`config.mk`:
```
export PLATFORM = sky130hd
export DESIGN_NAME = fetch_unit
export DESIGN_NICKNAME = d
export VERILOG_FILES = /design/src/rtl/fetch_unit.sv
export SDC_FILE = /design/constraint.sdc
export NUM_CORES = 1
export LEC_CHECK = 0
export CAP_MARGIN = 10
export CORE_MARGIN = 5
export CORE_UTILIZATION = 47
export DETAILED_ROUTE_END_ITERATION = 6
export PLACE_DENSITY = 0.81
export SYNTH_ARGS = -nofsm -noshare
export SYNTH_HDL_FRONTEND = slang
export SYNTH_SLANG_ARGS = --single-unit
```
`constraint.sdc`:
```
create_clock -name clk -period 2.57 [get_ports clk]
set_input_delay 0.514 -clock clk [delete_from_list [all_inputs] [get_ports clk]]
set_output_delay 0.514 -clock clk [all_outputs]
set_load 0.05 [all_outputs]
```
`src/rtl/fetch_unit.sv`:
```
// -----------------------------------------------------------------------------
// fetch_unit
//
// Instruction-fetch stage sitting directly upstream of the instruction memory.
// It owns the PC, drives the memory byte address, waits MEM_WAIT cycles for
// the memory's delayed read data, then hands the captured word and its PC to
// decode through a valid/ready output register. Branch/jump redirects,
// end-of-program (all-zero word) detection and address faults are handled
// here.
//
// Parameters:
//   RESET_PC   PC value loaded on reset.
//   MEM_WAIT   cycles the address is held before read data is sampled (>= 0).
//   MEM_BYTES  instruction memory size in bytes (multiple of 4).
//
// Ports:
//   clk               in   1   rising-edge clock
//   rst_n             in   1   asynchronous active-low reset
//   imem_address      out  32  byte address to instruction memory (= PC)
//   imem_instruction  in   32  instruction word returned by memory
//   redirect_valid    in   1   branch/jump taken this cycle
//   redirect_target   in   32  new PC when redirect_valid=1
//   id_ready          in   1   decode accepts id_* this cycle
//   id_valid          out  1   id_* holds a valid instruction
//   id_instruction    out  32  fetched word
//   id_pc             out  32  address of id_instruction
//   id_pc_plus4       out  32  id_pc + 4 (mod 2^32)
//   halted            out  1   fetch stopped, sticky until reset
//   fault             out  1   misaligned / out-of-range PC, sticky until reset
// -----------------------------------------------------------------------------
module fetch_unit #(
    parameter logic [31:0] RESET_PC  = 32'h0000_0000,
    parameter int          MEM_WAIT  = 2,
    parameter int          MEM_BYTES = 256
) (
    input  logic        clk,
    input  logic        rst_n,
    output logic [31:0] imem_address,
    input  logic [31:0] imem_instruction,
    input  logic        redirect_valid,
    input  logic [31:0] redirect_target,
    input  logic        id_ready,
    output logic        id_valid,
    output logic [31:0] id_instruction,
    output logic [31:0] id_pc,
    output logic [31:0] id_pc_plus4,
    output logic        halted,
    output logic        fault
);

    // Counter must be able to hold 0..MEM_WAIT; keep at least one bit.
    localparam int              CNT_W     = (MEM_WAIT > 0) ? $clog2(MEM_WAIT + 1) : 1;
    localparam logic [CNT_W-1:0] WAIT_MAX  = CNT_W'(MEM_WAIT);
    localparam logic [CNT_W-1:0] CNT_ZERO  = {CNT_W{1'b0}};
    localparam logic [CNT_W-1:0] CNT_ONE   = CNT_W'(1'b1);
    localparam logic [31:0]      LAST_ADDR = 32'(MEM_BYTES - 4);

    typedef enum logic [0:0] {
        ST_FETCH = 1'b0,
        ST_HALT  = 1'b1
    } state_t;

    // A PC is legal only if word aligned and the whole word lies in memory.
    // Any pc+4 wrap lands at a small address only after passing LAST_ADDR,
    // so the wrap is always caught here first.
    function automatic logic addr_bad(input logic [31:0] addr);
        return (addr[1:0] != 2'b00) || (addr > LAST_ADDR);
    endfunction

    state_t           state_r, state_s;
    logic [31:0]      pc_r, pc_s;
    logic [CNT_W-1:0] cnt_r, cnt_s;
    logic             id_valid_r, id_valid_s;
    logic [31:0]      id_instruction_r, id_instruction_s;
    logic [31:0]      id_pc_r, id_pc_s;
    logic [31:0]      id_pc_plus4_r, id_pc_plus4_s;
    logic             halted_r, halted_s;
    logic             fault_r, fault_s;

    logic             consume_s;
    logic             slot_free_s;

    // Handshake helpers: the pending word leaves when decode is ready, and
    // the output slot can take a new word when empty or being drained.
    always_comb begin
        consume_s   = id_valid_r & id_ready;
        slot_free_s = (~id_valid_r) | id_ready;
    end

    // Next-state logic: redirect > address check > wait > capture/backpressure.
    always_comb begin
        state_s          = state_r;
        pc_s             = pc_r;
        cnt_s            = cnt_r;
        id_valid_s       = id_valid_r;
        id_instruction_s = id_instruction_r;
        id_pc_s          = id_pc_r;
        id_pc_plus4_s    = id_pc_plus4_r;
        halted_s         = halted_r;
        fault_s          = fault_r;

        case (state_r)
            ST_FETCH: begin
                if (redirect_valid) begin
                    // Flush pending word; target gets checked next cycle.
                    pc_s       = redirect_target;
                    cnt_s      = CNT_ZERO;
                    id_valid_s = 1'b0;
                end else if ((cnt_r == CNT_ZERO) && addr_bad(pc_r)) begin
                    fault_s  = 1'b1;
                    halted_s = 1'b1;
                    state_s  = ST_HALT;
                    if (consume_s) begin
                        id_valid_s = 1'b0;
                    end else begin
                        id_valid_s = id_valid_r;
                    end
                end else if (cnt_r != WAIT_MAX) begin
                    cnt_s = cnt_r + CNT_ONE;
                    if (consume_s) begin
                        id_valid_s = 1'b0;
                    end else begin
                        id_valid_s = id_valid_r;
                    end
                end else if (slot_free_s) begin
                    if (imem_instruction == 32'h0000_0000) begin
                        // End of program: the zero word is never presented.
                        // Slot is free, so it is empty or being drained now.
                        halted_s   = 1'b1;
                        state_s    = ST_HALT;
                        id_valid_s = 1'b0;
                    end else begin
                        id_instruction_s = imem_instruction;
                        id_pc_s          = pc_r;
                        id_pc_plus4_s    = pc_r + 32'd4;
                        id_valid_s       = 1'b1;
                        pc_s             = pc_r + 32'd4;
                        cnt_s            = CNT_ZERO;
                    end
                end else begin
                    // Backpressure: counter saturated, everything holds.
                    cnt_s = WAIT_MAX;
                end
            end

            ST_HALT: begin
                // Frozen except that decode may still drain the last word.
                if (consume_s) begin
                    id_valid_s = 1'b0;
                end else begin
                    id_valid_s = id_valid_r;
                end
            end

            default: begin
                // Unreachable encoding: stop fetching safely.
                state_s    = ST_HALT;
                halted_s   = 1'b1;
                id_valid_s = 1'b0;
            end
        endcase
    end

    // State and output registers.
    always_ff @(posedge clk or negedge rst_n) begin
        if (!rst_n) begin
            state_r          <= ST_FETCH;
            pc_r             <= RESET_PC;
            cnt_r            <= CNT_ZERO;
            id_valid_r       <= 1'b0;
            id_instruction_r <= 32'h0000_0000;
            id_pc_r          <= 32'h0000_0000;
            id_pc_plus4_r    <= 32'h0000_0000;
            halted_r         <= 1'b0;
            fault_r          <= 1'b0;
        end else begin
            state_r          <= state_s;
            pc_r             <= pc_s;
            cnt_r            <= cnt_s;
            id_valid_r       <= id_valid_s;
            id_instruction_r <= id_instruction_s;
            id_pc_r          <= id_pc_s;
            id_pc_plus4_r    <= id_pc_plus4_s;
            halted_r         <= halted_s;
            fault_r          <= fault_s;
        end
    end

    // All outputs come straight from registers.
    assign imem_address   = pc_r;
    assign id_valid       = id_valid_r;
    assign id_instruction = id_instruction_r;
    assign id_pc          = id_pc_r;
    assign id_pc_plus4    = id_pc_plus4_r;
    assign halted         = halted_r;
    assign fault          = fault_r;

endmodule
```
==> flow_metrics.env <==
export IMPL_r2r_end="imem_address[22]"
export IMPL_reg2reg_depth=6
export IMPL_dieArea_um2=15600
export IMPL_drt_wl_total_um=18900
export IMPL_met2_usage=0.405
export IMPL_crit_chain="clkdlybuf4s50_1"
export IMPL_drc_errors=0
export IMPL_skew_ns=0.00795
export IMPL_layout_common_cells="clkdlybuf4s50_1, dfrtp_1, nand2_1"
export IMPL_cts_reportedPaths_clkPinSlew_ns=0.06
export IMPL_cts_tree="yes"
export IMPL_p_leak_nw=4.00
export IMPL_vias=5484
export IMPL_cts_sinks=132
export IMPL_grt_pass1_wl_um=30600
export IMPL_clock_root_buffer="clkbuf_16"
export IMPL_power_density_nw_per_um2=524
export IMPL_setup_viol=0
export IMPL_grt_use_total=0.243
export IMPL_area_growth_pct=46.4
export IMPL_cts_resized=0
export IMPL_cts_max_level=4
export IMPL_tns_ns=0
export IMPL_initial_core_util=0.474
export IMPL_p_int_mw=3.74
export IMPL_busiest_layer="met2"
export IMPL_portBuffers=198
export IMPL_use_met3=0.0948
export IMPL_wl_per_cell_um=19.4
export IMPL_worst_setup_path_start_kind="flip-flop"
export IMPL_via_per_inst=5.61
export IMPL_worstMarginPinSlew_ns=0.635
export IMPL_antennaDiodeCount=0
export IMPL_reg2reg_slack_ns=0.32
export IMPL_status="finished, final reports clean"
export IMPL_sw_frac_of_total=0.214
export IMPL_overflow=0
export IMPL_rsz0062_at_grt="false"
export IMPL_synth_flop_cell="dfrtp_1"
export IMPL_p_clk_frac=0.517
export IMPL_dp_hpwl_um=13600
export IMPL_slew_headroom=0.573
export IMPL_die_h_um=125
export IMPL_slew_violations=0
export IMPL_use_met1=0.292
export IMPL_cp_buffers_inverters=1
export IMPL_ys_types=51
export IMPL_synth_cells=586
export IMPL_ir_drop_mv=0.408
export IMPL_yosysSeqAreaShare=0.532
export IMPL_die_w_um=125
export IMPL_grt_pass1_vias=5796
export IMPL_fmax_mhz=425
export IMPL_cts_setup_buffers=0
export IMPL_critPathMaxStageDelay_ns=0.90
export IMPL_synth_area_um2=6200
export IMPL_cp_slowest_cell="clkdlybuf4s50_1"
export IMPL_path_class="reg -> out"
export IMPL_antenna_found_initial=1
export IMPL_rr_startpoint="imem_address[2]"
export IMPL_yosysWarningCount=0
export IMPL_ys_ff_latch=132
export IMPL_clockBufferDepth=2
export IMPL_grt_max_degree=62
export IMPL_syn_area_per_cell_um2=10.6
export IMPL_syn_num_nets=655
export IMPL_hold_path_class="in -> async"
export IMPL_critPathTopFamily="buffers and inverters"
export IMPL_pwr_share_seq=0.437
export IMPL_cts_buffers=17
export IMPL_max_cap_violations=0
export IMPL_nets=857
export IMPL_synth_edff_count=0
export IMPL_layout_commonest_cell="clkdlybuf4s50_1"
export IMPL_rows=42
export IMPL_insertion_delay_ns=0.42
export IMPL_gp_congestion=0.884
export IMPL_ant_nets=0
export IMPL_stdcell_area_um2=9080
export IMPL_total_power_mw=4.76
export IMPL_cp_max_fo=6
export IMPL_coreArea_um2=13100
export IMPL_period_needed_ns=2.36
export IMPL_dr_pass1_iters=6
export IMPL_fin_util=0.694
export IMPL_fin_crit_sh=0.917
export IMPL_cp_data_arrival_time_ns=1.84
export IMPL_cp_required_ns=2.06
export IMPL_io_pins=199
export IMPL_async_flop_share=1.00
export IMPL_drtIter0Drc=432
export IMPL_postCtsHoldBufs=0
export IMPL_crit_path_end_kind="primary output"
export IMPL_place_area_um2=8480
export IMPL_drive_gt1_frac=0.147
export IMPL_final_hold_violation_count=0
export IMPL_power_switching_mw=1.02
export IMPL_pwr_share_comb=0.046
==> worst max-delay path by stage <==
stage	start	endpoint	slack, ns	cells after the start
floorplan	imem_address[2]	imem_address[22]	0.33	6
global placement	imem_instruction[25]	id_instruction[20]	-0.11	8
detailed placement	imem_instruction[25]	id_pc_plus4[9]	-0.18	9
CTS	imem_address[8]	imem_address[8]	0.20	1
global route	imem_instruction[16]	id_pc_plus4[16]	0.11	9
finish	imem_address[10]	imem_address[10]	0.21	1
==> metal layers <==
metal	vias up	wire length, um	share of wire
li1	2519	-	-
met5	-	7	0.00037
met3	36	1780	0.094
met4	2	412	0.022
met2	242	9190	0.49
met1	2685	7530	0.40
==> Yosys cell counts, drive strengths merged (3+ instances only) <==
library cell    n  area share
dfrtp         132        0.53
nand2          68       0.041
o21ai          54       0.044
mux2           48       0.087
buf            26       0.026
nor2           26       0.016
a22oi          21       0.025
inv            21       0.013
nor4           19       0.022
o22ai          19       0.019
xnor2          19       0.027
clkbuf         16      0.0099
nand3          16       0.015
nand4          13       0.016
a21oi          10      0.0081
nor3           10      0.0089
xor2            9       0.013
a22o            8       0.011
and3            7      0.0071
o31a            5      0.0071
a2bb2oi         4      0.0056
a31oi           4      0.0040
o31ai           4      0.0048
mux2i           3      0.0048
==> state kept, by name, summed over array words and instances (netlist names) <==
signal          cells
id_instruction     32
id_pc              32
imem_address       32
id_pc_plus4        30
cnt_r               2
fault               1
halted              1
id_valid            1
state_r             1
==> worst reg2reg max path, cell delays in order (launching register included) <==
cell and delay, ns:
dfrtp_1 0.46, ha_1 0.29, nand4_1 0.22, or2_2 0.38, nor3_1 0.46, o2bb2a_1 0.24, o22ai_1 0.07
==> power by group through the flow <==
stage,Sequential (mW),Clock [mW],Combinational [mW]
after floorplan,2.12,0,0.0445
after global placement,2.12,0,0.213
after detailed placement,2.12,0,0.218
after CTS,2.08,2.49,0.221
after global routing,2.08,2.58,0.237
final,2.08,2.46,0.219
==> stage by stage <==
step / std cells / hold slack, ns / worst slack, ns
floorplan: 586 / 0.218 / 0.327
global placement: 945 / 0.461 / -0.114
detailed placement: 945 / 0.461 / -0.183
CTS: 977 / 0.0218 / 0.200
global route: 977 / 0.0359 / 0.114
finish: 977 / 0.0204 / 0.214
==> layout make-up <==
class,count,area (um^2)
well taps,176,220
fillers,940,4000
clock buffers,19,443
flip-flops and latches,132,3300
inverters,22,82.6
multi-input cells,390,2610
clock inverters,13,159
repair buffers,225,2270
==> logic make-up (layout without fill, tap and decap cells) <==
family / after synthesis / in the layout / synth area share
AND/OR/NAND/NOR: 166 / 166 / 0.134
AO/OA/AOI/OAI: 144 / 144 / 0.151
flip-flops: 132 / 132 / 0.532
buffers and inverters: 64 / 279 / 0.0492
multiplexers: 51 / 51 / 0.0920
XOR/XNOR: 28 / 28 / 0.0395
adder cells (fa/ha/maj): 1 / 1 / 0.00202
Power figures use the tool's default switching activity.
